==> src/rtl/param_packer_if.sv <==
// Stream bundle around param_packer.
// Input side : data_i (signed element), valid_i, last_i  -> ready_o
// Output side: data_o (packed packet), valid_o, last_o, short_o <- ready_i
// master: producer/consumer environment driving the packer.
// slave : the packer itself.
interface param_packer_if #(
  parameter int unsigned I_BW   = 8,
  parameter int unsigned N_ELEM = 13
) ();
  logic signed [I_BW-1:0]        data_i;
  logic                          valid_i;
  logic                          last_i;
  logic                          ready_o;
  logic [I_BW*N_ELEM-1:0]        data_o;
  logic                          valid_o;
  logic                          last_o;
  logic                          short_o;
  logic                          ready_i;

  modport master (
    output data_i, valid_i, last_i, ready_i,
    input  ready_o, data_o, valid_o, last_o, short_o
  );

  modport slave (
    input  data_i, valid_i, last_i, ready_i,
    output ready_o, data_o, valid_o, last_o, short_o
  );
endinterface

==> src/rtl/param_packer.sv <==
// param_packer: collects N_ELEM elements of I_BW bits into one packed word.
// A frame may close a packet early via last_i; remaining slots are zero and
// short_o flags the packet. Two-stage buffering: a fill buffer plus an output
// register, so one complete packet can wait while the output is stalled.
// Ports:
//   clk_i   - clock, rising edge
//   rst_n_i - asynchronous active-low reset
//   en_i    - enable; low synchronously clears all state
//   bus     - stream bundle (slave side), see param_packer_if
module param_packer #(
  parameter int unsigned I_BW      = 8,
  parameter int unsigned N_ELEM    = 13,
  parameter bit          MSB_FIRST = 1'b1
) (
  input  logic           clk_i,
  input  logic           rst_n_i,
  input  logic           en_i,
  param_packer_if.slave  bus
);

  localparam int unsigned   CW       = $clog2(N_ELEM);
  localparam logic [CW-1:0] LAST_IDX = CW'(N_ELEM - 1);

  typedef enum logic {FILLING, FULL_WAIT} state_t;

  state_t                       state_q, state_d;
  logic [CW-1:0]                cnt_q;
  logic [N_ELEM-1:0][I_BW-1:0]  fill_q, fill_d;
  logic                         fill_last_q, fill_short_q;
  logic [I_BW*N_ELEM-1:0]       data_q, pack_d;
  logic                         valid_q, last_q, short_q;

  logic ready, accept, is_final, close, out_free, consume, load_out;
  logic pkt_last, pkt_short;

  assign accept   = bus.valid_i & ready;
  assign is_final = (cnt_q == LAST_IDX);
  assign close    = accept & (bus.last_i | is_final);
  assign consume  = valid_q & bus.ready_i;
  assign out_free = ~valid_q | bus.ready_i;

  // State register
  always_ff @(posedge clk_i or negedge rst_n_i) begin
    if (!rst_n_i) begin
      state_q <= FILLING;
    end else if (!en_i) begin
      state_q <= FILLING;
    end else begin
      state_q <= state_d;
    end
  end

  // Next-state logic
  always_comb begin
    state_d = state_q;
    case (state_q)
      FILLING:   if (close && !out_free) state_d = FULL_WAIT;
      FULL_WAIT: if (consume)            state_d = FILLING;
      default:   state_d = FILLING;
    endcase
  end

  // FSM outputs: input acceptance and output-register load
  always_comb begin
    ready    = en_i & (state_q == FILLING);
    load_out = 1'b0;
    case (state_q)
      FILLING:   load_out = close & out_free;
      FULL_WAIT: load_out = consume;
      default:   load_out = 1'b0;
    endcase
  end

  // Fill buffer including the element accepted this cycle, so a closing
  // element can go straight to the output register without a bubble.
  always_comb begin
    fill_d = fill_q;
    if (accept) fill_d[cnt_q] = bus.data_i;
  end

  always_comb begin
    pack_d = '0;
    for (int unsigned k = 0; k < N_ELEM; k++) begin
      if (MSB_FIRST) pack_d[(N_ELEM-k)*I_BW-1 -: I_BW] = fill_d[k];
      else           pack_d[(k+1)*I_BW-1 -: I_BW]      = fill_d[k];
    end
  end

  // A waiting packet carries its flags in the fill-side registers.
  always_comb begin
    if (state_q == FULL_WAIT) begin
      pkt_last  = fill_last_q;
      pkt_short = fill_short_q;
    end else begin
      pkt_last  = bus.last_i;
      pkt_short = bus.last_i & ~is_final;
    end
  end

  always_ff @(posedge clk_i or negedge rst_n_i) begin
    if (!rst_n_i) begin
      cnt_q        <= '0;
      fill_q       <= '0;
      fill_last_q  <= 1'b0;
      fill_short_q <= 1'b0;
      data_q       <= '0;
      valid_q      <= 1'b0;
      last_q       <= 1'b0;
      short_q      <= 1'b0;
    end else if (!en_i) begin
      cnt_q        <= '0;
      fill_q       <= '0;
      fill_last_q  <= 1'b0;
      fill_short_q <= 1'b0;
      data_q       <= '0;
      valid_q      <= 1'b0;
      last_q       <= 1'b0;
      short_q      <= 1'b0;
    end else begin
      if (accept) cnt_q <= close ? '0 : cnt_q + 1'b1;

      if (load_out) begin
        data_q       <= pack_d;
        valid_q      <= 1'b1;
        last_q       <= pkt_last;
        short_q      <= pkt_short;
        fill_q       <= '0;
        fill_last_q  <= 1'b0;
        fill_short_q <= 1'b0;
      end else begin
        if (consume) valid_q <= 1'b0;
        fill_q <= fill_d;
        if (close) begin
          fill_last_q  <= bus.last_i;
          fill_short_q <= bus.last_i & ~is_final;
        end
      end
    end
  end

  assign bus.ready_o = ready;
  assign bus.data_o  = data_q;
  assign bus.valid_o = valid_q;
  assign bus.last_o  = last_q;
  assign bus.short_o = short_q;

endmodule

==> src/flat_wrapper.sv <==
// flat-port wrapper written by rule: the top's interface ports become plain ports
module param_packer_flat 
#(
  parameter int unsigned I_BW      = 8,
  parameter int unsigned N_ELEM    = 13,
  parameter bit          MSB_FIRST = 1'b1
)
  (clk_i, rst_n_i, en_i, bus_data_i, bus_valid_i, bus_last_i, bus_ready_i, bus_ready_o, bus_data_o, bus_valid_o, bus_last_o, bus_short_o);
  param_packer_if #(.I_BW(I_BW), .N_ELEM(N_ELEM)) bus_i ();
  input  logic clk_i;
  input  logic rst_n_i;
  input  logic en_i;
  input wire logic [$bits(bus_i.data_i)-1:0] bus_data_i;
  input wire logic [$bits(bus_i.valid_i)-1:0] bus_valid_i;
  input wire logic [$bits(bus_i.last_i)-1:0] bus_last_i;
  input wire logic [$bits(bus_i.ready_i)-1:0] bus_ready_i;
  output wire logic [$bits(bus_i.ready_o)-1:0] bus_ready_o;
  output wire logic [$bits(bus_i.data_o)-1:0] bus_data_o;
  output wire logic [$bits(bus_i.valid_o)-1:0] bus_valid_o;
  output wire logic [$bits(bus_i.last_o)-1:0] bus_last_o;
  output wire logic [$bits(bus_i.short_o)-1:0] bus_short_o;
  assign bus_i.data_i = bus_data_i;
  assign bus_i.valid_i = bus_valid_i;
  assign bus_i.last_i = bus_last_i;
  assign bus_i.ready_i = bus_ready_i;
  assign bus_ready_o = bus_i.ready_o;
  assign bus_data_o = bus_i.data_o;
  assign bus_valid_o = bus_i.valid_o;
  assign bus_last_o = bus_i.last_o;
  assign bus_short_o = bus_i.short_o;
  param_packer #(.I_BW(I_BW), .N_ELEM(N_ELEM), .MSB_FIRST(MSB_FIRST)) u_core (.clk_i(clk_i), .rst_n_i(rst_n_i), .en_i(en_i), .bus(bus_i));
endmodule
==> config.mk <==
export PLATFORM = sky130hd
export DESIGN_NAME = param_packer_flat
export DESIGN_NICKNAME = d
export VERILOG_FILES = /design/src/rtl/param_packer_if.sv /design/src/rtl/param_packer.sv /design/src/flat_wrapper.sv
export SDC_FILE = /design/constraint.sdc
export NUM_CORES = 1
export LEC_CHECK = 0
export ABC_AREA = 1
export BUFFER_PORTS_ARGS = -buffer_cell sky130_fd_sc_hd__buf_2
export CAP_MARGIN = 10
export CORE_ASPECT_RATIO = 1.1
export CORE_MARGIN = 2
export CORE_UTILIZATION = 40
export DETAILED_ROUTE_END_ITERATION = 16
export PLACE_DENSITY = 0.71
export SYNTH_ARGS = -nofsm -noshare
export SYNTH_HDL_FRONTEND = slang
export SYNTH_SLANG_ARGS = --single-unit
==> constraint.sdc <==
create_clock -name clk_i -period 2.5 [get_ports clk_i]
set_clock_uncertainty 0.05 [all_clocks]
set_input_delay 0.375 -clock clk_i [delete_from_list [all_inputs] [get_ports clk_i]]
set_output_delay 0.375 -clock clk_i [all_outputs]
set_load 0.05 [all_outputs]
After elaboration in Yosys (flattened, before gate mapping)
Index checks and enable logic that the tools add are counted.
{"block": "word_totals", "reg_bits": 218, "input_bits": 14, "output_inout_bits": 108, "wordCells": 74}
{"block": "classes", "n_addsub": 1, "order_cmp": 2, "n_eq_ne": 5, "n_mux": 31, "n_bitwise": 11, "n_reduce_logical": 3}
{"cell": "two-way mux 104 bit", "n": 5}
{"cell": "bitwise mux 104 bit", "n": 1}
{"cell": "demux 8 bit (select 4 bit)", "n": 1}
{"cell": "two-way mux 1 bit", "n": 18}
{"cell": "two-way mux 4 bit", "n": 3}
{"cell": "two-way mux 8 bit", "n": 1}
{"cell": "AND 1 bit", "n": 6}
{"cell": "inequality test 3 x 1 -> 1 bit (second input constant)", "n": 2}
{"cell": "less-than comparator 4 x 5 -> 1 bit (second input constant)", "n": 1}
{"cell": "adder 4 x 1 -> 4 bit (second input constant)", "n": 1}
{"cell": "== test 4 bit (second input constant)", "n": 1}
{"cell": "greater-or-equal comparator 4 x 1 -> 1 bit (second input constant)", "n": 1}
{"cell": "inequality test 2 x 1 -> 1 bit (second input constant)", "n": 2}
{"cell": "case mux 1 bit (2 select lines)", "n": 2}
{"cell": "inverter 1 bit", "n": 3}
{"cell": "logical AND 1 bit", "n": 2}
{"cell": "OR 1 bit", "n": 2}
{"cell": "zero test 1 bit", "n": 1}

Longest topological paths before layout
{"block": "depth", "depth_word": 8, "depth_mapped": 11, "depth_no_buf": 9}

Worst setup path before layout
OpenSTA, ideal clock, no wires.
{"block": "synth_timing", "path_kind": "reg-to-reg", "start": "reg u_core.state_q", "end": "reg u_core.fill_q[13] in the netlist's numbering", "arrival_time_ps": 1655, "t_required_ps": 2378, "path_slack_ps": 722, "stages_incl_launch_ff": 6, "period_less_slack_ps": 1778, "cell_sequence": "dfrtp_1 -> nor2_2 -> nand4_1 -> nand2_1 -> nand3_1 -> nor2_1"}
{"block": "synth_via", "elab_chain_len": 8, "word_cells_on_any_way": 9}
{"item": "start, declared", "line_no": "param_packer.sv:26", "rtl": "state_t state_q, state_d;"}
{"item": "start signal, assigned", "line_no": "param_packer.sv:49", "rtl": "state_q <= state_d;"}
{"item": "inverter 1 bit (*)", "line_no": "param_packer.sv:65", "rtl": "ready = en_i & (state_q == FILLING);"}
{"item": "AND 1 bit (*)", "line_no": "param_packer.sv:65"}
{"item": "via bus_ready_o", "line_no": "flat_wrapper.sv:17", "rtl": "output wire logic [$bits(bus_i.ready_o)-1:0] bus_ready_o;"}
{"item": "AND 1 bit (*)", "line_no": "param_packer.sv:36", "rtl": "assign accept = bus.valid_i & ready;"}
{"item": "AND 1 bit", "line_no": "param_packer.sv:38", "rtl": "assign close = accept & (bus.last_i | is_final);"}
{"item": "AND 1 bit", "line_no": "param_packer.sv:68", "rtl": "FILLING: load_out = close & out_free;"}
{"item": "case mux 1 bit (2 select lines)", "line_no": "param_packer.sv:67", "rtl": "case (state_q)"}
{"item": "two-way mux 104 bit (*)", "line_no": "param_packer.sv:122", "rtl": "if (load_out) begin"}
{"item": "two-way mux 104 bit (*)", "line_no": "param_packer.sv:110", "rtl": "end else if (!en_i) begin"}
{"item": "end signal, assigned", "line_no": "param_packer.sv:132", "rtl": "fill_q <= fill_d;"}
{"item": "end, declared", "line_no": "param_packer.sv:28", "rtl": "logic [N_ELEM-1:0][I_BW-1:0] fill_q, fill_d;"}
Mark *: on every way through the listed nets, which the timed path passes. The rest lies on a longest branch.
A chain may end at the register's enable or synchronous reset.

Final worst setup path
{"block": "layout_timing", "start": "reg u_core.cnt_q[0]", "end": "reg u_core.data_q[74], in the netlist u_core.bus.data_o[74]"}
{"block": "layout_via", "elab_chain_len": 8, "word_cells_on_any_way": 15}
{"item": "start, declared", "line_no": "param_packer.sv:27", "rtl": "logic [CW-1:0] cnt_q;"}
{"item": "start signal, assigned", "line_no": "param_packer.sv:120", "rtl": "if (accept) cnt_q <= close ? '0 : cnt_q + 1'b1;"}
{"item": "less-than comparator 4 x 5 -> 1 bit (implied by the code) or greater-or-equal comparator 4 x 1 -> 1 bit (tied branches)", "line_no": "param_packer.sv:78", "rtl": "if (accept) fill_d[cnt_q] = bus.data_i;"}
{"item": "logical AND 1 bit (implied by the code)", "line_no": "param_packer.sv:78"}
{"item": "two-way mux 8 bit (implied by the code)", "line_no": "param_packer.sv:78"}
{"item": "demux 8 bit (select 4 bit)"}
{"item": "bitwise mux 104 bit", "line_no": "param_packer.sv:78"}
{"item": "two-way mux 104 bit", "line_no": "param_packer.sv:78"}
{"item": "two-way mux 104 bit", "line_no": "param_packer.sv:122"}
{"item": "two-way mux 104 bit", "line_no": "param_packer.sv:110"}
{"item": "end signal, assigned", "line_no": "param_packer.sv:123", "rtl": "data_q <= pack_d;"}
{"item": "end, declared", "line_no": "param_packer.sv:30", "rtl": "logic [I_BW*N_ELEM-1:0] data_q, pack_d;"}
Several ways; a longest one is shown, not always the timed one. The select of a mux whose other input is x is not followed.

==> summary.txt <==
STA
  – Worst-Margin Slew: 1.09 ns
  – Final worst path period share: 92.4%
  – Fmax: 433 MHz
  – RSZ-0062 raised after global routing: false
  – Final Slew Violations: 0
  – Slew HR: 26.9%
  – TNS Setup: 0 ns
  – Tmin final: 2.31 ns
  – Final setup fails: 0
  – Hold Vio Cnt, Final: 0

Synthesis
  – Synth top area cells: dfrtp_1 55%, nand3_1 11%, nand2_1 10%
  – Async SR Flop Fraction: 100%
  – EDFF count, synth: 0
  – Count leader, synth: nand2_1
  – Synthesized area per cell: 8.54 um2
  – Cell taking the most area after synthesis: dfrtp_1
  – Synth Flop Type: dfrtp_1
  – Net Count, Synth: 1183
  – Post-Synthesis Cell Area: 0.00994 mm2
  – Post-Synthesis Cells: 1165
  – Post-synth top cells: 267 x nand2_1, 218 x dfrtp_1, 209 x nand3_1, 113 x nor2_1, 104 x nand4_1
  – Synth top area share: 54.9%
  – Seq/Total Area, Yosys: 54.9%
  – Seq cells post-synth: 218
  – Ys Warns: 0
  – Synth cell types: 21

Placement
  – GP Congestion: 0.814
  – Count of buffers from port buffering: 121
  – Placed wire-length estimate: 16300 um
  – Placed cells: 1534

Worst setup path
  – Buf+Inv Stages, Crit Path: 2
  – Crit path arrival time: 2.71 ns
  – Worst EP required: 2.90 ns
  – Reg-to-reg startpoint: u_core.cnt_q[0]
  – Crit path kind: reg -> reg
  – Kind of cell adding the most delay to the critical path: simple AND/OR/NAND/NOR gates
  – R2R setup slack: 0.19 ns
  – CP Launch Type: flop
  – CP Max Fanout: 105
  – Reg2Reg Depth: 9
  – Crit-path slowest cell: dfrtp_1
  – CP Cell Sequence: inv_1 -> ha_1 -> nand3_1 -> nand2_1 -> nand3_2 -> nand2_4 -> buf_12 -> nand4_1 -> nand2_1
  – CP most frequent cell: nand2_1
  – Levels on crit path: 9
  – R2r endpoint: u_core.bus.data_o[74]
  – Crit path largest cell delay: 0.44 ns
  – CP Capture Type: flop

Status
  – Status: finished clean

Global routing
  – Tot GR Track Use: 20.7%
  – Overflow after GRT: 0
  – Vias in the first global route: 8253
  – Initial antenna violation count: 0
  – First-pass GRT wire length: 44100 um
  – Largest net degree at the start of global routing: 106

Route
  – Post-route ant nets: 0
  – Initial DRC count: 1109
  – Routed WL per cell: 17.3 um
  – Post-route DRC: 0
  – DRT Wirelength: 27300 um
  – Via density: 5.50
  – First-pass DRT Iterations: 7
  – Total number of vias: 8684

Floorplan
  – Row cnt: 60
  – Die height: 169 um
  – IO Count: 122
  – Core area: 0.0245 mm2
  – Die area: 0.0261 mm2
  – DIE WIDTH: 154 um
  – Starting Density: 40.6%

CTS
  – Clock Sink Count: 218
  – Clock insertion delay at the later pin of the skew report: 0.52 ns
  – CTS buffer count: 24
  – Clock buffer depth: 3
  – H-tree depth: 1
  – Clock root buffer: clkbuf_16
  – Setup bufs post-CTS: 0
  – CTS tree: built
  – CTS clk-pin slew, worst paths: 0.06 ns

Hold path
  – Hold path start: bus_last_i
  – Hold WC Path Type: in -> reg
  – Hold Path Stages: 3
  – Hold EP: u_core.fill_last_q

Pwr
  – Leak: 0.00628 uW
  – VDD IR-drop max: 0.314 mV
  – Total power: 8480 uW
  – Power per cell area: 722 mW/mm2

Layout
  – Layout area overhead: 18.1%
  – FILL cells: 2377
  – Fin util: 48.0%
  – Final #Nets: 1269
  – Share of cells above drive strength 1: 17.0%
  – Final Non-Filler Cells: 1578
  – Ant. Diodes: 0

Run
  – Max-cap violation count: 0
## registers in the layout, indices dropped and copies added (netlist names)
name and cells:
u_core.bus.data_o 104, u_core.fill_q 104, u_core.cnt_q 4, u_core.bus.last_o 1
u_core.bus.short_o 1, u_core.bus.valid_o 1, u_core.fill_last_q 1, u_core.fill_short_q 1
u_core.state_q 1
## layout by cell type, fill, tap and decap left out
cell / n
nor2_2: 4
dlygate4sd3_1: 1
dfrtp_1: 218
buf_4: 24
ha_1: 4
buf_6: 1
inv_1: 55
nor2_1: 113
nand2_1: 266
a21oi_1: 10
buf_2: 119
clkinvlp_4: 3
xor2_1: 2
o21bai_1: 64
nand3_1: 209
inv_2: 4
inv_6: 2
or2_2: 8
nand2_4: 2
bufinv_16: 5
buf_8: 1
clkinv_2: 8
nand3_2: 2
o21a_1: 1
clkinv_4: 1
clkbuf_16: 25
o21ai_0: 5
buf_12: 7
nand4_1: 104
## per-stage QoR
step           instance area (um2)  hold WS [ns]  worst slack [ns]
4_1_cts                      11700        0.0982             0.309
6_report                     11700        0.0984             0.191
3_3_place_gp                 10900         0.351             0.403
5_1_grt                      11700         0.126            0.0341
3_5_place_dp                 10900         0.358             0.320
2_1_floorplan                 9940        0.0294             0.722
## where the power goes
| group | leakage, uW | switching, uW | internal, uW |
|---|---|---|---|
| Sequential | 0.00303 | 52.0 | 3620 |
| Combinational | 0.00283 | 739 | 207 |
| Clock | 0.000420 | 1510 | 2350 |
| Total | 0.00628 | 2300 | 6170 |
## what timing repair did
| item | in CTS | in global routing |
|---|---|---|
| resized for setup | 0 | 0 |
| hold endpoints to repair | 70 | 0 |
| hold buffers | 1 | 0 |
## layout make-up
| cell class | instances | area [um2] | area share [%] |
|---|---|---|---|
| clock inverters | 18 | 234 | 1.99 |
| inverters | 60 | 226 | 1.93 |
| flip-flops and latches | 218 | 5460 | 46.4 |
| repair buffers | 153 | 952 | 8.10 |
| well taps | 310 | 388 | 3.30 |
| clock buffers | 25 | 626 | 5.32 |
| multi-input cells | 794 | 3870 | 32.9 |
## worst reg2reg max path, cell delays in order, from the launching register on
cell and delay (ns):
dfrtp_1 0.44, inv_1 0.11, ha_1 0.21, nand3_1 0.16
nand2_1 0.17, nand3_2 0.14, nand2_4 0.11, buf_12 0.32
nand4_1 0.41, nand2_1 0.12
## per-layer routing
layer,global-route usage [%],part of all wire [%],vias up
met4,4.99,1.7,0
li1,-,-,4071
met5,0,0,-
met2,33.5,47,330
met1,29.7,44,4245
met3,2.99,6.6,38
## cell families (layout without fill, tap and decap cells)
family / after synthesis / after routing / share of synthesized area, %
and+or+nand+nor: 708 / 708 / 32.4
DFF: 218 / 218 / 54.9
buffers and inverters: 153 / 256 / 6.38
AOI/OAI and AO/OA: 80 / 80 / 5.66
adders and majority gates: 4 / 4 / 0.503
xor gates and xnor gates: 2 / 2 / 0.176
## worst max path at each step
stage,start,end,slack (ns)
6_report,u_core.cnt_q[0],u_core.bus.data_o[74],0.19
5_1_grt,u_core.cnt_q[0],u_core.bus.data_o[75],0.03
4_1_cts,u_core.cnt_q[0],u_core.bus.data_o[48],0.31
3_5_place_dp,u_core.cnt_q[0],u_core.bus.data_o[30],0.32
3_3_place_gp,u_core.cnt_q[0],u_core.bus.data_o[48],0.40
2_1_floorplan,u_core.state_q,u_core.fill_q[13],0.72
Power figures use the tool's default switching activity.
